File: src/rtl/mips_pipe_pkg.sv
// Shared definitions for the MIPS pipeline hazard logic: controller states,
// stall-cause codes, the hardwired zero register and the ID/EX match helper.
package mips_pipe_pkg;

   typedef enum logic [1:0] {
      ST_RUN      = 2'd0,
      ST_BR_WAIT  = 2'd1,
      ST_MDU_WAIT = 2'd2
   } hz_state_t;

   typedef enum logic [1:0] {
      CAUSE_NONE     = 2'd0,
      CAUSE_LOAD_USE = 2'd1,
      CAUSE_BRANCH   = 2'd2,
      CAUSE_MDU      = 2'd3
   } stall_cause_t;

   localparam logic [4:0] REG_ZERO = 5'd0;

   // True when the EX destination feeds a source operand of the ID instruction.
   // $0 is never a real dependency, and rt only counts when it is read.
   function automatic logic reg_hit(input logic [4:0] dst,
                                    input logic [4:0] rs,
                                    input logic [4:0] rt,
                                    input logic       rt_used);
      return (dst != REG_ZERO) && ((dst == rs) || (rt_used && (dst == rt)));
   endfunction

endpackage

File: src/rtl/mdu_wait_counter.sv
// Down-counter that tracks the remaining extra cycles a mult/div holds EX.
// Loaded with MDU_LATENCY-2 when the op starts; the zero flag marks the last
// wait cycle.
module mdu_wait_counter
   import mips_pipe_pkg::*;
#(
   parameter int MDU_LATENCY = 4,
   localparam int W = $clog2(MDU_LATENCY)
)(
   input  logic clk,
   input  logic rst_n,
   input  logic load,
   input  logic dec,
   output logic zero
);

   localparam logic [W-1:0] LOAD_VAL = W'(MDU_LATENCY - 2);
   localparam logic [W-1:0] ONE      = W'(1);

   logic [W-1:0] count;

   // Load on MDU start, otherwise count down towards zero.
   always_ff @(posedge clk or negedge rst_n) begin
      if (!rst_n) begin
         count <= '0;
      end else if (load) begin
         count <= LOAD_VAL;
      end else if (dec && (count != '0)) begin
         count <= count - ONE;
      end
   end

   assign zero = (count == '0);

endmodule

File: src/rtl/hazard_stall_ctrl.sv
// Pipeline hazard controller for the 5-stage MIPS core. Covers the hazards the
// EX forwarding unit cannot: load-use, branch operands needed in ID and the
// multi-cycle MDU. Drives PC / pipeline-register write enables and bubble
// controls, and keeps a saturating count of stalled cycles.
module hazard_stall_ctrl
   import mips_pipe_pkg::*;
#(
   parameter int MDU_LATENCY = 4,
   parameter int CNT_W       = 32
)(
   input  logic             clk,
   input  logic             rst_n,
   input  logic [4:0]       RsAddr_id,
   input  logic [4:0]       RtAddr_id,
   input  logic             RtUsed_id,
   input  logic             Branch_id,
   input  logic             BranchTaken_id,
   input  logic             MemRead_ex,
   input  logic             RegWrite_ex,
   input  logic [4:0]       RegWriteAddr_ex,
   input  logic             MduStart_ex,
   input  logic             ClrStat,
   output logic             PC_Write,
   output logic             IF_ID_Write,
   output logic             ID_EX_Write,
   output logic             ID_EX_Flush,
   output logic             IF_ID_Flush,
   output logic             EX_MEM_Flush,
   output logic [1:0]       StallCause,
   output logic [CNT_W-1:0] StallCycles
);

   localparam logic [CNT_W-1:0] CNT_ONE = CNT_W'(1);

   hz_state_t        state;
   hz_state_t        state_next;
   stall_cause_t     cause;
   logic             hit;
   logic             mdu_load;
   logic             mdu_dec;
   logic             mdu_zero;
   logic [CNT_W-1:0] stall_cycles;

   assign hit = reg_hit(RegWriteAddr_ex, RsAddr_id, RtAddr_id, RtUsed_id);

   mdu_wait_counter #(
      .MDU_LATENCY (MDU_LATENCY)
   ) u_mdu_wait (
      .clk   (clk),
      .rst_n (rst_n),
      .load  (mdu_load),
      .dec   (mdu_dec),
      .zero  (mdu_zero)
   );

   // State register.
   always_ff @(posedge clk or negedge rst_n) begin
      if (!rst_n) begin
         state <= ST_RUN;
      end else begin
         state <= state_next;
      end
   end

   // Next-state and output decode. Defaults are the free-running pipeline;
   // a taken branch only squashes IF/ID when nothing is stalling, so a branch
   // stuck in ID re-resolves after release.
   always_comb begin
      state_next   = state;
      PC_Write     = 1'b1;
      IF_ID_Write  = 1'b1;
      ID_EX_Write  = 1'b1;
      ID_EX_Flush  = 1'b0;
      IF_ID_Flush  = 1'b0;
      EX_MEM_Flush = 1'b0;
      cause        = CAUSE_NONE;
      mdu_load     = 1'b0;
      mdu_dec      = 1'b0;

      case (state)
         ST_RUN: begin
            if (MduStart_ex) begin
               // Hold everything upstream of EX; EX/MEM sees bubbles.
               PC_Write     = 1'b0;
               IF_ID_Write  = 1'b0;
               ID_EX_Write  = 1'b0;
               EX_MEM_Flush = 1'b1;
               cause        = CAUSE_MDU;
               mdu_load     = 1'b1;
               state_next   = ST_MDU_WAIT;
            end else if (MemRead_ex && hit && Branch_id) begin
               // Load value reaches ID two cycles late: stall here and again
               // in BR_WAIT while the load is in MEM.
               PC_Write    = 1'b0;
               IF_ID_Write = 1'b0;
               ID_EX_Write = 1'b0;
               ID_EX_Flush = 1'b1;
               cause       = CAUSE_BRANCH;
               state_next  = ST_BR_WAIT;
            end else if (MemRead_ex && hit) begin
               PC_Write    = 1'b0;
               IF_ID_Write = 1'b0;
               ID_EX_Write = 1'b0;
               ID_EX_Flush = 1'b1;
               cause       = CAUSE_LOAD_USE;
            end else if (Branch_id && RegWrite_ex && hit) begin
               // ALU result is needed by the ID comparator one cycle early.
               PC_Write    = 1'b0;
               IF_ID_Write = 1'b0;
               ID_EX_Write = 1'b0;
               ID_EX_Flush = 1'b1;
               cause       = CAUSE_BRANCH;
            end else if (BranchTaken_id) begin
               IF_ID_Flush = 1'b1;
            end
         end

         ST_BR_WAIT: begin
            PC_Write    = 1'b0;
            IF_ID_Write = 1'b0;
            ID_EX_Write = 1'b0;
            ID_EX_Flush = 1'b1;
            cause       = CAUSE_BRANCH;
            state_next  = ST_RUN;
         end

         ST_MDU_WAIT: begin
            // A repeated MduStart_ex here is the same held op and is ignored.
            PC_Write     = 1'b0;
            IF_ID_Write  = 1'b0;
            ID_EX_Write  = 1'b0;
            EX_MEM_Flush = 1'b1;
            cause        = CAUSE_MDU;
            if (mdu_zero) begin
               state_next = ST_RUN;
            end else begin
               mdu_dec = 1'b1;
            end
         end

         default: begin
            state_next = ST_RUN;
         end
      endcase
   end

   assign StallCause = cause;

   // Saturating stall-cycle statistic; a clear wins over a same-cycle stall.
   always_ff @(posedge clk or negedge rst_n) begin
      if (!rst_n) begin
         stall_cycles <= '0;
      end else if (ClrStat) begin
         stall_cycles <= '0;
      end else if (!PC_Write && (stall_cycles != '1)) begin
         stall_cycles <= stall_cycles + CNT_ONE;
      end
   end

   assign StallCycles = stall_cycles;

endmodule

File: config.mk
export PLATFORM = sky130hd
export DESIGN_NAME = hazard_stall_ctrl
export DESIGN_NICKNAME = d
export VERILOG_FILES = /design/src/rtl/mips_pipe_pkg.sv /design/src/rtl/mdu_wait_counter.sv /design/src/rtl/hazard_stall_ctrl.sv
export SDC_FILE = /design/constraint.sdc
export NUM_CORES = 1
export LEC_CHECK = 0
export BUFFER_PORTS_ARGS = -buffer_cell sky130_fd_sc_hd__buf_2
export CAP_MARGIN = 10
export CORE_UTILIZATION = 42
export CTS_BUF_LIST = sky130_fd_sc_hd__clkbuf_4 sky130_fd_sc_hd__clkbuf_8
export CTS_CLUSTER_SIZE = 28
export DETAILED_ROUTE_END_ITERATION = 12
export GPL_TIMING_DRIVEN = 0
export HOLD_SLACK_MARGIN = 0.1
export PLACE_DENSITY = 0.67
export SYNTH_ARGS = -nofsm -noshare
export SYNTH_HDL_FRONTEND = slang
export SYNTH_HIERARCHICAL = 1
export SYNTH_SLANG_ARGS = --single-unit
File: constraint.sdc
create_clock -name clk -period 2.8 [get_ports clk]
set_input_delay 0.14 -clock clk [delete_from_list [all_inputs] [get_ports clk]]
set_output_delay 0.14 -clock clk [all_outputs]
set_load 0.02 [all_outputs]
* Word-level counts from Yosys, hierarchy flattened
Cells that the tools add are included.
Word-level totals: register bits after elaboration 36, bits of input ports 24
Operators by class: reduce and logical (&&, ||, !) cells 18, mux-type cells 34, equality and inequality tests 7, add/subtract/negate cells 2
Operators with widths (number):
- $mux W32 | 2
- $add A32 B1 Y32 const B | 1
- $ne A32 B32 Y1 const B | 1
- $mux W1 | 18
- $mux W2 | 9
- $eq A5 B5 Y1 | 2
- $logic_and A1 B1 Y1 | 8
- $pmux W1 S2 | 3
- $pmux W2 S3 | 1
- $reduce_bool A2 Y1 | 3
- $reduce_bool A5 Y1 | 1
- $logic_not A2 Y1 | 2
- $pmux W2 S2 | 1
- $ne A3 B3 Y1 const B | 1
- $eq A2 B1 Y1 const B | 1
- $eq A2 B2 Y1 const B | 1
- $ne A2 B2 Y1 const B | 1
- $reduce_and A2 Y1 | 1
- $reduce_or A2 Y1 | 1
- $sub A2 B1 Y2 const B | 1
- $logic_not A1 Y1 | 1
- $logic_or A1 B1 Y1 | 1

* Depth between registers and ports, before layout
word-level depth 14, depth in mapped cells 8, depth with buffers taken out 7

* Cells and area by module
Netlist, hierarchy kept.
Modules (own cells, without submodules):
- hazard_stall_ctrl | seq. area each 850.8 µm², area each 2102.0 µm², cells each 238, instances 1
- mdu_wait_counter | seq. area each 50.0 µm², area each 128.9 µm², cells each 12, instances 1

* Worst setup path before layout
No wires, ideal clock.
kind register to register, start point reg stall_cycles[0] (netlist: StallCycles[0]), end point reg stall_cycles[31] (netlist: StallCycles[31]), data arrival time 2.164 ns, period minus slack after synthesis 2.243 ns, path buffers 1, cell stages (with the launch flop) 8, setup slack 0.557 ns, cells stage by stage dfrtp_1 -> ha_1 -> and3_1 -> clkbuf_1 -> a41oi_1 -> nand2_2 -> or4_1 -> a21oi_1
Between the ends: longest elaborated chain between the ends 3, elaborated cells on any way between the ends 6, classes of those cells add/sub (1); eq/ne (1); mux (2); reduce/logical (2)
Ends and longest elaborated chain:
- from (decl) | line hazard_stall_ctrl.sv:42 | logic [CNT_W-1:0] stall_cycles;
- from (signal assigned) | line hazard_stall_ctrl.sv:156 | stall_cycles <= stall_cycles + CNT_ONE;
- $add A32 B1 Y32 / $ne A32 B32 Y1 (equally long branches) | line hazard_stall_ctrl.sv:156, hazard_stall_ctrl.sv:155
- $mux W32 / $logic_and A1 B1 Y1 (equally long branches) | line hazard_stall_ctrl.sv:155 | end else if (!PC_Write && (stall_cycles != '1)) begin
- $mux W32 / $reduce_bool A2 Y1 (equally long branches)
Parallel ways exist; a longest one is shown, timed or not. The select of a mux whose other input is x is not followed. A chain may end at the register's enable or synchronous reset.

* Final worst setup path
start point reg stall_cycles[0] (netlist: StallCycles[0]), end point reg stall_cycles[29] (netlist: StallCycles[29])
The elaborated chain is that of the path after synthesis.

==> metrics <==
count of endpoints failing hold in the final timing report 0; post-CTS clock slew at the launch and capture registers of the worst setup and hold paths approximately 0.070 ns; Register-to-Register Path Depth 8; number of top-level design ports 64; detailed-route via count 2,062; Worst slew margin roughly 46%; number of flops mapped to enable cells by yosys 0; post-synthesis async set-or-reset flop share 100.0%; Final Net Count roughly 350; switching part of the total power approximately two fifths; hold_sp ClrStat; via count of the first global-routing pass 1,902; status finished, final reports clean; commonest non-fill, non-tap cell in the layout sky130_fd_sc_hd__buf_2; RR Startpoint StallCycles[0]; minimum clock period 2.629 ns; # H-tree levels 2; count of TritonRoute iterations in the first routing pass 4; number of DRC violations after detailed routing 0; biggest fanout along the worst timing path 10; Clock Skews just under 0.01 ns; leakage power of the design between 1 and 1.5 nW; worst min-delay path class in2reg; final setup fails 0; row cnt 26; Seq/Total Area, Yosys between 40% and 50%; commonest register cell after synthesis sky130_fd_sc_hd__dfrtp_1; sink of the worst hold path StallCycles[29]; CTS tree done; pin count of the biggest net entering global routing 37; area added between synthesis and finish 22.15%; Worst Hold Slack between 0.15 and 0.2 ns; ANT nets after route 0; sequential fraction of design power between 30% and 40%; final wirelength around 5300 um; cell count after placement 383; die area around 5600 sq um; number of unique standard cell types used by synthesis 40; Avg Inst Size Synth approximately 8.9 sq um; count of port buffers added during placement 63; library cell used as clock root buffer sky130_fd_sc_hd__clkbuf_8; FILL cells 510; area fraction of the dominant cell type after synthesis 40.38%; clock latency reported for the late side of the worst-skew pair 0.28 ns; max-slew violation count 0; starting density of the core a little over two fifths; number of max-cap violations 0; leading post-synthesis cells by cell area sky130_fd_sc_hd__dfrtp_1 40%, sky130_fd_sc_hd__xor2_1 12%, sky130_fd_sc_hd__nor2_1 6.4%; maximum count of clock buffers along a single path 2; P_int about 990 uW; type of element capturing the critical path flop; Horiz. Die Dim 74.88 um; routed vias/inst 5.274; Final Instance Count excl. Fillers 391; overflow left after global routing 0; largest vdd supply drop ~270 uV; number of antenna violations at the first check in global routing 0; number of clock buffers inserted by TritonCTS 5; combinational share of power roughly two fifths; Yosys top cell by area sky130_fd_sc_hd__dfrtp_1; share of power burned in the clock network 22.1%; post-synth net total 280; post-DP HPWL around 3800 um; unrepaired setup endpoints after global routing false; total clock sinks 36; post-synthesis register bit count 36; post-synthesis instance area 2231 sq um; r2r endpoint StallCycles[29]; layout cell share with drive strength beyond 1 between 20% and 30%; wire length of the first global-routing pass 8769 um; total core area between 5000 and 6000 sq um; depth of the worst hold-timing path 3; arrival time of the worst setup path 2.86 ns; number of DRC markers after the initial detailed-route iteration 84; sort of element at the start of the critical path flop; register-to-register setup slack between 0.15 and 0.2 ns; number of inserted diodes 0; Fin Setup TNS 0 ns; Switch Pwr ~640 uW; slew of the pin with the lowest slew margin roughly 0.81 ns; critical path type reg2reg; endpoint required time on the critical path 3.03 ns; final period utilization approximately 94%; GR Util All Layers 20.46%; number of standard cells after synthesis 250; routed length per placed instance approximately 13 um; final weighted congestion in routability-driven placement around 0.76; floorplan die height 74.88 um; Syn. warnings 6; Finished Core Util between 50% and 60%; peak clock frequency supported by timing 380.4 MHz; power per unit of standard cell area about 600 nW/um^2; top library cells by usage in the layout, fill and taps aside 63 x sky130_fd_sc_hd__buf_2, 38 x sky130_fd_sc_hd__nor2_1, 36 x sky130_fd_sc_hd__dfrtp_1, 30 x sky130_fd_sc_hd__xor2_1, 22 x sky130_fd_sc_hd__nand3_1
Yosys cell counts (4+ instances only):
cell type,n
sky130_fd_sc_hd__a21oi_1,8
sky130_fd_sc_hd__and3_1,15
sky130_fd_sc_hd__clkbuf_1,9
sky130_fd_sc_hd__dfrtp_1,36
sky130_fd_sc_hd__ha_1,6
sky130_fd_sc_hd__inv_1,9
sky130_fd_sc_hd__nand2_1,10
sky130_fd_sc_hd__nand3_1,22
sky130_fd_sc_hd__nand4_1,10
sky130_fd_sc_hd__nor2_1,38
sky130_fd_sc_hd__nor2b_1,4
sky130_fd_sc_hd__nor3_1,6
sky130_fd_sc_hd__o21ai_0,5
sky130_fd_sc_hd__or3_1,4
sky130_fd_sc_hd__or4_1,4
sky130_fd_sc_hd__xor2_1,30
metal layers:
| metal | GRT usage, % | vias to the layer above | wire (um) |
|---|---|---|---|
| li1 | - | 1018 | - |
| met1 | 28.57 | 1000 | 2547 |
| met2 | 33.73 | 39 | 2501 |
| met3 | 3.213 | 5 | 190 |
| met4 | 4.193 | 0 | 31 |
| met5 | 0 | - | 0 |
power groups by stage:
stage,Clock (mW),Sequential [mW],Combinational (mW)
after floorplan,0,0.615,0.467
after global placement,0,0.606,0.661
after detailed placement,0,0.607,0.674
after global routing,0.388,0.604,0.745
after CTS,0.368,0.597,0.678
final,0.360,0.598,0.669
through the flow:
| step | setup slack (ns) | instance area (sq um) | power [mW] |
|---|---|---|---|
| floorplan | 0.5574 | 2231 | 1.082 |
| global placement | 0.2773 | 2634 | 1.267 |
| detailed placement | 0.2303 | 2634 | 1.281 |
| CTS | 0.2051 | 2725 | 1.644 |
| global route | 0.0001146 | 2725 | 1.736 |
| finish | 0.1710 | 2725 | 1.627 |
worst max path at each step:
stage | slack, ns | depth (start not counted) | end | startpoint
3_5_place_dp | 0.23 | 8 | StallCycles[29] | StallCycles[0]
6_report | 0.17 | 8 | StallCycles[29] | StallCycles[0]
4_1_cts | 0.21 | 8 | StallCycles[29] | StallCycles[0]
3_3_place_gp | 0.28 | 8 | StallCycles[29] | StallCycles[0]
5_1_grt | 0.0001 | 8 | StallCycles[29] | StallCycles[0]
2_1_floorplan | 0.56 | 7 | StallCycles[31] | StallCycles[0]
registers in the layout (all words and copies together) (netlist names):
| name | flops |
|---|---|
| state | 2 |
| u_mdu_wait/count | 2 |
| StallCycles | 32 |
critical path, stage by stage, from the launching register on:
cell,delay [ns]
sky130_fd_sc_hd__dfrtp_1,0.45
sky130_fd_sc_hd__ha_1,0.26
sky130_fd_sc_hd__and3_1,0.17
sky130_fd_sc_hd__clkbuf_1,0.21
sky130_fd_sc_hd__a41oi_1,0.43
sky130_fd_sc_hd__buf_1,0.41
sky130_fd_sc_hd__nand3_1,0.22
sky130_fd_sc_hd__or3_1,0.35
sky130_fd_sc_hd__nand2_1,0.07
cell type report:
| class | instances | area, sq um | share of cell area (%) |
|---|---|---|---|
| clock buffers | 6 | 76.32 | 2.801 |
| plain buffers | 11 | 48.80 | 1.791 |
| repair buffers | 64 | 325.3 | 11.94 |
| flip-flops and latches | 36 | 900.9 | 33.06 |
| well taps | 70 | 87.58 | 3.214 |
| inverters | 9 | 33.78 | 1.240 |
| multi-input cells | 194 | 1247 | 45.78 |
| clock inverters | 1 | 5.005 | 0.1837 |
what timing repair did:
item                                    4_1_cts  5_1_grt
hold buffers                                  1        0
gates resized for setup                       0        1
endpoints found under the hold margin        36        0
endpoints found under the setup margin        0        1
setup buffers                                 0        0
cells by family after synthesis:
group / after synthesis / share of synthesized area [%]
AOI/OAI and AO/OA: 26 / 8.189
xor gates and xnor gates: 33 / 12.96
adders and majority gates: 6 / 3.365
buffers and inverters: 20 / 3.701
DFF: 36 / 40.38
muxes: 4 / 2.019
and+or+nand+nor: 125 / 29.39
Power figures use the tool's default switching activity.
